File: src/rtl/branch_unit_pkg.sv
// Shared definitions for the ID-stage branch controller: FSM encoding,
// 2-bit branch-history counter values and the saturating counter step.
package branch_unit_pkg;

    typedef enum logic {
        S_IDLE = 1'b0,
        S_WAIT = 1'b1
    } br_state_t;

    localparam logic [1:0] SNT       = 2'd0;
    localparam logic [1:0] WNT       = 2'd1;
    localparam logic [1:0] WT        = 2'd2;
    localparam logic [1:0] ST        = 2'd3;
    localparam logic [1:0] BHT_RESET = WNT;

    // One training step of a 2-bit saturating counter.
    function automatic logic [1:0] sat_step(input logic [1:0] cnt, input logic up);
        logic [1:0] res;
        res = cnt;
        if (up && cnt != ST) begin
            res = cnt + 2'd1;
        end else if (!up && cnt != SNT) begin
            res = cnt - 2'd1;
        end
        return res;
    endfunction

endpackage

File: src/rtl/branch_bht.sv
// Branch history table: 2^IDX_W two-bit saturating counters, one
// combinational read port for IF prediction and one synchronous training
// write port. The read returns the pre-write value on an index collision.
module branch_bht
    import branch_unit_pkg::*;
#(
    parameter int IDX_W = 4
) (
    input  logic             clk,
    input  logic             reset,
    input  logic [IDX_W-1:0] rd_idx,
    output logic [1:0]       rd_cnt,
    input  logic             wr_en,
    input  logic [IDX_W-1:0] wr_idx,
    input  logic             wr_taken
);

    localparam int DEPTH = 1 << IDX_W;

    logic [1:0] cnt_reg  [DEPTH];
    logic [1:0] cnt_next [DEPTH];

    // Per-entry next value: only the addressed entry trains.
    generate
        for (genvar gi = 0; gi < DEPTH; gi++) begin : g_entry
            assign cnt_next[gi] = (wr_en && wr_idx == IDX_W'(gi))
                                ? sat_step(cnt_reg[gi], wr_taken)
                                : cnt_reg[gi];
        end
    endgenerate

    // Table storage; every entry returns to weakly-not-taken on reset.
    always_ff @(posedge clk) begin
        for (int i = 0; i < DEPTH; i++) begin
            if (reset) begin
                cnt_reg[i] <= BHT_RESET;
            end else begin
                cnt_reg[i] <= cnt_next[i];
            end
        end
    end

    assign rd_cnt = cnt_reg[rd_idx];

endmodule

File: src/rtl/branch_unit.sv
// ID-stage branch controller: stalls until both operands are forwarded,
// resolves beq/bne with a 32-bit equality compare, trains the BHT, raises
// a one-cycle redirect/flush on a mispredict and keeps saturating stats.
module branch_unit
    import branch_unit_pkg::*;
#(
    parameter int IDX_W = 4,
    parameter int CNT_W = 16
) (
    input  logic             clk,
    input  logic             reset,
    input  logic [31:0]      if_pc,
    output logic             pred_taken,
    input  logic             id_valid,
    input  logic             id_is_branch,
    input  logic             id_bne,
    input  logic [31:0]      id_pc,
    input  logic             id_pred_taken,
    input  logic             rs_ready,
    input  logic             rt_ready,
    input  logic [31:0]      rd1,
    input  logic [31:0]      rd2,
    output logic             stall_id,
    output logic             pc_redirect,
    output logic             redirect_taken,
    output logic             flush_if,
    output logic [CNT_W-1:0] br_cnt,
    output logic [CNT_W-1:0] miss_cnt
);

    br_state_t        state_reg, state_next;
    logic [CNT_W-1:0] br_cnt_reg, miss_cnt_reg;

    logic       branch_in_id;
    logic       ops_ready;
    logic       resolve;
    logic       taken;
    logic       mispredict;
    logic [1:0] pred_cnt;

    assign branch_in_id = id_valid & id_is_branch;
    assign ops_ready    = rs_ready & rt_ready;
    // Reset cycle never resolves, so a branch caught in reset leaves no trace.
    assign resolve      = branch_in_id & ops_ready & ~reset;
    assign taken        = (rd1 == rd2) ^ id_bne;
    assign mispredict   = resolve & (taken != id_pred_taken);

    branch_bht #(
        .IDX_W(IDX_W)
    ) u_bht (
        .clk      (clk),
        .reset    (reset),
        .rd_idx   (if_pc[IDX_W+1:2]),
        .rd_cnt   (pred_cnt),
        .wr_en    (resolve),
        .wr_idx   (id_pc[IDX_W+1:2]),
        .wr_taken (taken)
    );

    assign pred_taken = pred_cnt[1];

    // FSM state register.
    always_ff @(posedge clk) begin
        if (reset) begin
            state_reg <= S_IDLE;
        end else begin
            state_reg <= state_next;
        end
    end

    // Next state: wait while a branch lacks an operand; leave on resolve or
    // when the branch disappears from ID.
    always_comb begin
        state_next = state_reg;
        case (state_reg)
            S_IDLE: begin
                if (branch_in_id && !ops_ready) begin
                    state_next = S_WAIT;
                end
            end
            S_WAIT: begin
                if (!branch_in_id || ops_ready) begin
                    state_next = S_IDLE;
                end
            end
            default: state_next = S_IDLE;
        endcase
    end

    // Control outputs: stall while waiting for operands, redirect only on
    // the resolving cycle (which by construction is never a stall cycle).
    always_comb begin
        stall_id       = 1'b0;
        pc_redirect    = 1'b0;
        redirect_taken = 1'b0;
        case (state_reg)
            S_IDLE, S_WAIT: begin
                stall_id       = branch_in_id & ~ops_ready & ~reset;
                pc_redirect    = mispredict;
                redirect_taken = mispredict & taken;
            end
            default: begin
                stall_id = 1'b0;
            end
        endcase
    end

    assign flush_if = pc_redirect;

    // Statistics counters, both saturating at all-ones.
    always_ff @(posedge clk) begin
        if (reset) begin
            br_cnt_reg   <= '0;
            miss_cnt_reg <= '0;
        end else begin
            if (resolve && br_cnt_reg != '1) begin
                br_cnt_reg <= br_cnt_reg + 1'b1;
            end
            if (mispredict && miss_cnt_reg != '1) begin
                miss_cnt_reg <= miss_cnt_reg + 1'b1;
            end
        end
    end

    assign br_cnt   = br_cnt_reg;
    assign miss_cnt = miss_cnt_reg;

    // PC bits outside the table index and the counter LSB are not needed.
    logic unused_bits;
    assign unused_bits = ^{if_pc[31:IDX_W+2], if_pc[1:0],
                           id_pc[31:IDX_W+2], id_pc[1:0], pred_cnt[0]};

endmodule
File: config.mk
export PLATFORM = sky130hd
export DESIGN_NAME = branch_unit
export DESIGN_NICKNAME = d
export VERILOG_FILES = /design/src/rtl/branch_unit_pkg.sv /design/src/rtl/branch_bht.sv /design/src/rtl/branch_unit.sv
export SDC_FILE = /design/constraint.sdc
export NUM_CORES = 1
export LEC_CHECK = 0
export ABC_CLOCK_PERIOD_IN_PS = 4000
export CAP_MARGIN = 40
export CORE_UTILIZATION = 25
export DETAILED_ROUTE_END_ITERATION = 16
export SETUP_SLACK_MARGIN = 0.2
export SYNTH_ARGS = -nofsm -noshare
export SYNTH_HDL_FRONTEND = slang
export SYNTH_SLANG_ARGS = --single-unit
export TNS_END_PERCENT = 10
File: constraint.sdc
create_clock -name clk -period 4 [get_ports clk]
set_input_delay 0.6 -clock clk [delete_from_list [all_inputs] [get_ports clk]]
set_output_delay 0.6 -clock clk [all_outputs]
set_load 0.02 [all_outputs]
==> impl_metrics.json <==
{
  "startpoint_type": "input pin",
  "cts_setup_buffers": 0,
  "drt_iter0_drc": 190,
  "unrepaired_setup_endpoints_after_global_routing": "false",
  "drv.max_cap_violation_count": 0,
  "synthesis.area_per_instance_um2": 7.91,
  "flip_flop_count_of_the_largest_register_all_copies_and_words_added": 32,
  "hold_violations": 0,
  "worst-path-max-fanout": 3,
  "tritoncts": "yes",
  "cts-root-to-sink-buffers": 2,
  "drt-vias-per-instance": 4.97,
  "initial_core_util": 0.258,
  "drv_slew": 0,
  "synth-adder-area-share": 0.00689,
  "finalWeightedCongestion": 0.783,
  "multiInputGateArea_um2": 2200,
  "pwr_density_nw_per_um2": 326,
  "synth_cells": 459,
  "smallest_setup_slack_after_layout_ps": 415,
  "critical_path.endpoint_type": "primary output",
  "pin_count_of_the_biggest_net_entering_global_routing": 51,
  "antenna_violating_nets_post_route": 0,
  "worst_pin_slew_ps": 822,
  "grt_antenna_before_repair": 0,
  "synth_seq_cells": 64,
  "final.fill_count": 1415,
  "achievable-frequency_mhz": 279,
  "yosys.area.top_type_share": 0.353,
  "cts_htree_levels": 3,
  "hold_path_class": "register to register",
  "total_leakage_power_nw": 1.92,
  "io_buffers": 116,
  "routed_wire_length_per_instance_um": 14.2,
  "synth_edf_count": 0,
  "hold_depth": 2,
  "proportion_of_synthesized_chip_area_in_sequential_cells": 0.353,
  "dr.pass1.iters": 5,
  "post-route-util": 0.380,
  "syn-cell-area_um2": 3630,
  "async_reset_ff_frac": 0,
  "yosys.area_share.simple": 0.228,
  "synth_top_area_cell": "sky130_fd_sc_hd__dfxtp_1",
  "wire_length_of_the_first_global_routing_pass_um": 17600,
  "coreArea_um2": 14000,
  "fp.dieArea_um2": 15000,
  "timing.final.setup_violations": 0,
  "r2r_cells": 7,
  "syn2layout_area_growth_pct": 46.8,
  "yosys.area_share.xor_xnor": 0.121,
  "yosys.cell_count.top_type": "sky130_fd_sc_hd__dfxtp_1",
  "finalClockSkew_ps": 5.90,
  "syn_nets": 597,
  "required_arrival_time_at_the_worst_endpoint_ps": 3400,
  "path_clk_slew_ps": 60,
  "worst_slew_margin_rel": 0.451,
  "critical_path_arrival_ps": 2980,
  "synth_top_family_by_area": "simple AND/OR/NAND/NOR gates",
  "post_synth_mux_area_share": 0.0393,
  "antenna-diode-count": 0,
  "synth.lib_cells_used.distinct": 44,
  "rows": 43,
  "fin_setup_tns_ps": 0,
  "die_h_um": 122,
  "yosys_most_used_dff": "sky130_fd_sc_hd__dfxtp_1",
  "gr-total-overflow": 0,
  "synth_warn": 0,
  "drive_above_1_share": 0.0523,
  "routed_wirelength_um": 10700,
  "first_global_vias": 3634,
  "tritoncts_num_sinks": 64,
  "cts-buffers-inserted": 9,
  "global_route.usage.total": 0.149,
  "area.sequential_um2": 1280,
  "cts-root-buf": "sky130_fd_sc_hd__clkbuf_16",
  "clk-insertion-delay-late_ps": 330,
  "dp.final_hpwl_um": 7900,
  "setup.worst_path.class": "input pin to primary output",
  "nets": 707,
  "preCtsSetupSlack_ps": 85.6,
  "ir_worst_vdd_mv": 0.170,
  "worst_hold_slack_ps": 499,
  "ys_top_cells_by_area": "sky130_fd_sc_hd__dfxtp_1 (35%), sky130_fd_sc_hd__xor2_1 (11%), sky130_fd_sc_hd__o21ai_0 (7.3%)",
  "crit_share_post_route": 0.896,
  "status": "completed",
  "die_x_um": 122,
  "num_io_pins": 173,
  "layout_min_cycle_time_ps": 3580,
  "post_synthesis_compound_gate_area_fraction": 0.206,
  "synth.top_cells.by_count": "sky130_fd_sc_hd__dfxtp_1 (64), sky130_fd_sc_hd__o21ai_0 (53), sky130_fd_sc_hd__nor2_1 (49), sky130_fd_sc_hd__xor2_1 (44), sky130_fd_sc_hd__a21oi_1 (36)",
  "detailroute.via_count": 3751,
  "drc_errors": 0
}
## worst max-delay path: stages
cell and delay [ps]:
sky130_fd_sc_hd__clkdlybuf4s50_1 410, sky130_fd_sc_hd__xor2_1 160, sky130_fd_sc_hd__nor4_1 370, sky130_fd_sc_hd__nand4_1 210, sky130_fd_sc_hd__nor2_1 220, sky130_fd_sc_hd__xor2_2 150, sky130_fd_sc_hd__nor3b_1 200, sky130_fd_sc_hd__clkdlybuf4s50_1 650
## what timing repair did
action | CTS | global route
setup endpoints to repair | 2 | 1
pin swaps | 0 | 0
endpoints found under the hold margin | 0 | 0
gates resized for setup | 1 | 1
hold buffers | 0 | 0
gates cloned | 0 | 0
## final cells by class
cell class / count / area share
clock buffer: 11 / 0.0474
inverter: 19 / 0.0134
clock inverter: 5 / 0.0192
multi-input combinational: 354 / 0.412
timing repair buffer: 121 / 0.225
sequential: 64 / 0.240
tap: 180 / 0.0423
## cells in the final DEF (no fill, tap or decap), types with 4 or more instances in the layout
master and count:
sky130_fd_sc_hd__clkdlybuf4s50_1 114, sky130_fd_sc_hd__a21oi_1 36, sky130_fd_sc_hd__or4_1 10, sky130_fd_sc_hd__xor2_1 43
sky130_fd_sc_hd__nor2_1 49, sky130_fd_sc_hd__nor4_1 11, sky130_fd_sc_hd__o211ai_1 10, sky130_fd_sc_hd__a22oi_1 4
sky130_fd_sc_hd__clkbuf_16 9, sky130_fd_sc_hd__inv_1 19, sky130_fd_sc_hd__o21ai_0 53, sky130_fd_sc_hd__nand4_1 12
sky130_fd_sc_hd__dfxtp_1 64, sky130_fd_sc_hd__nor3_1 7, sky130_fd_sc_hd__mux4_2 5, sky130_fd_sc_hd__nand2_1 31
sky130_fd_sc_hd__nand3_1 25, sky130_fd_sc_hd__o31ai_1 10, sky130_fd_sc_hd__and3_1 4, sky130_fd_sc_hd__buf_4 5
sky130_fd_sc_hd__xnor2_1 6
## path summary, 6_finish.rpt
path	start	end	slack, ps
worst max-delay path	rd2[30]	redirect_taken	420
worst min-delay path	miss_cnt[7]	miss_cnt[7]	500
worst max register to register	br_cnt[2]	br_cnt[15]	1820
worst min register to register	miss_cnt[7]	miss_cnt[7]	500
## power breakdown
group	leakage, nW	switching (mW)	internal (mW)
Clock	0.172	0.284	0.641
Combinational	1.23	0.0748	0.0972
Sequential	0.516	0.00229	0.640
## metal layers
metal / global-route usage / wire length, um / vias to the layer above
met1: 0.188 / 4870 / 1785
met2: 0.257 / 5360 / 76
met4: 0.0381 / 92 / 0
met3: 0.0307 / 407 / 10
met5: 0 / 0 / -
li1: - / - / 1880
## kinds of logic after synthesis
logic type      Yosys count
fa+ha+maj                 2
xor+xnor                 50
simple gates            166
mux                       8
flops                    64
buf+inv                  41
compound gates          128
## through the flow
| stage | std cells | area, um2 | total power, mW |
|---|---|---|---|
| global placement | 738 | 4970 | 0.826 |
| detailed placement | 738 | 4970 | 0.829 |
| global route | 754 | 5330 | 1.81 |
| floorplan | 459 | 3630 | 0.722 |
| finish | 754 | 5330 | 1.74 |
| CTS | 754 | 5330 | 1.76 |
(Power assumes the default switching activity.)
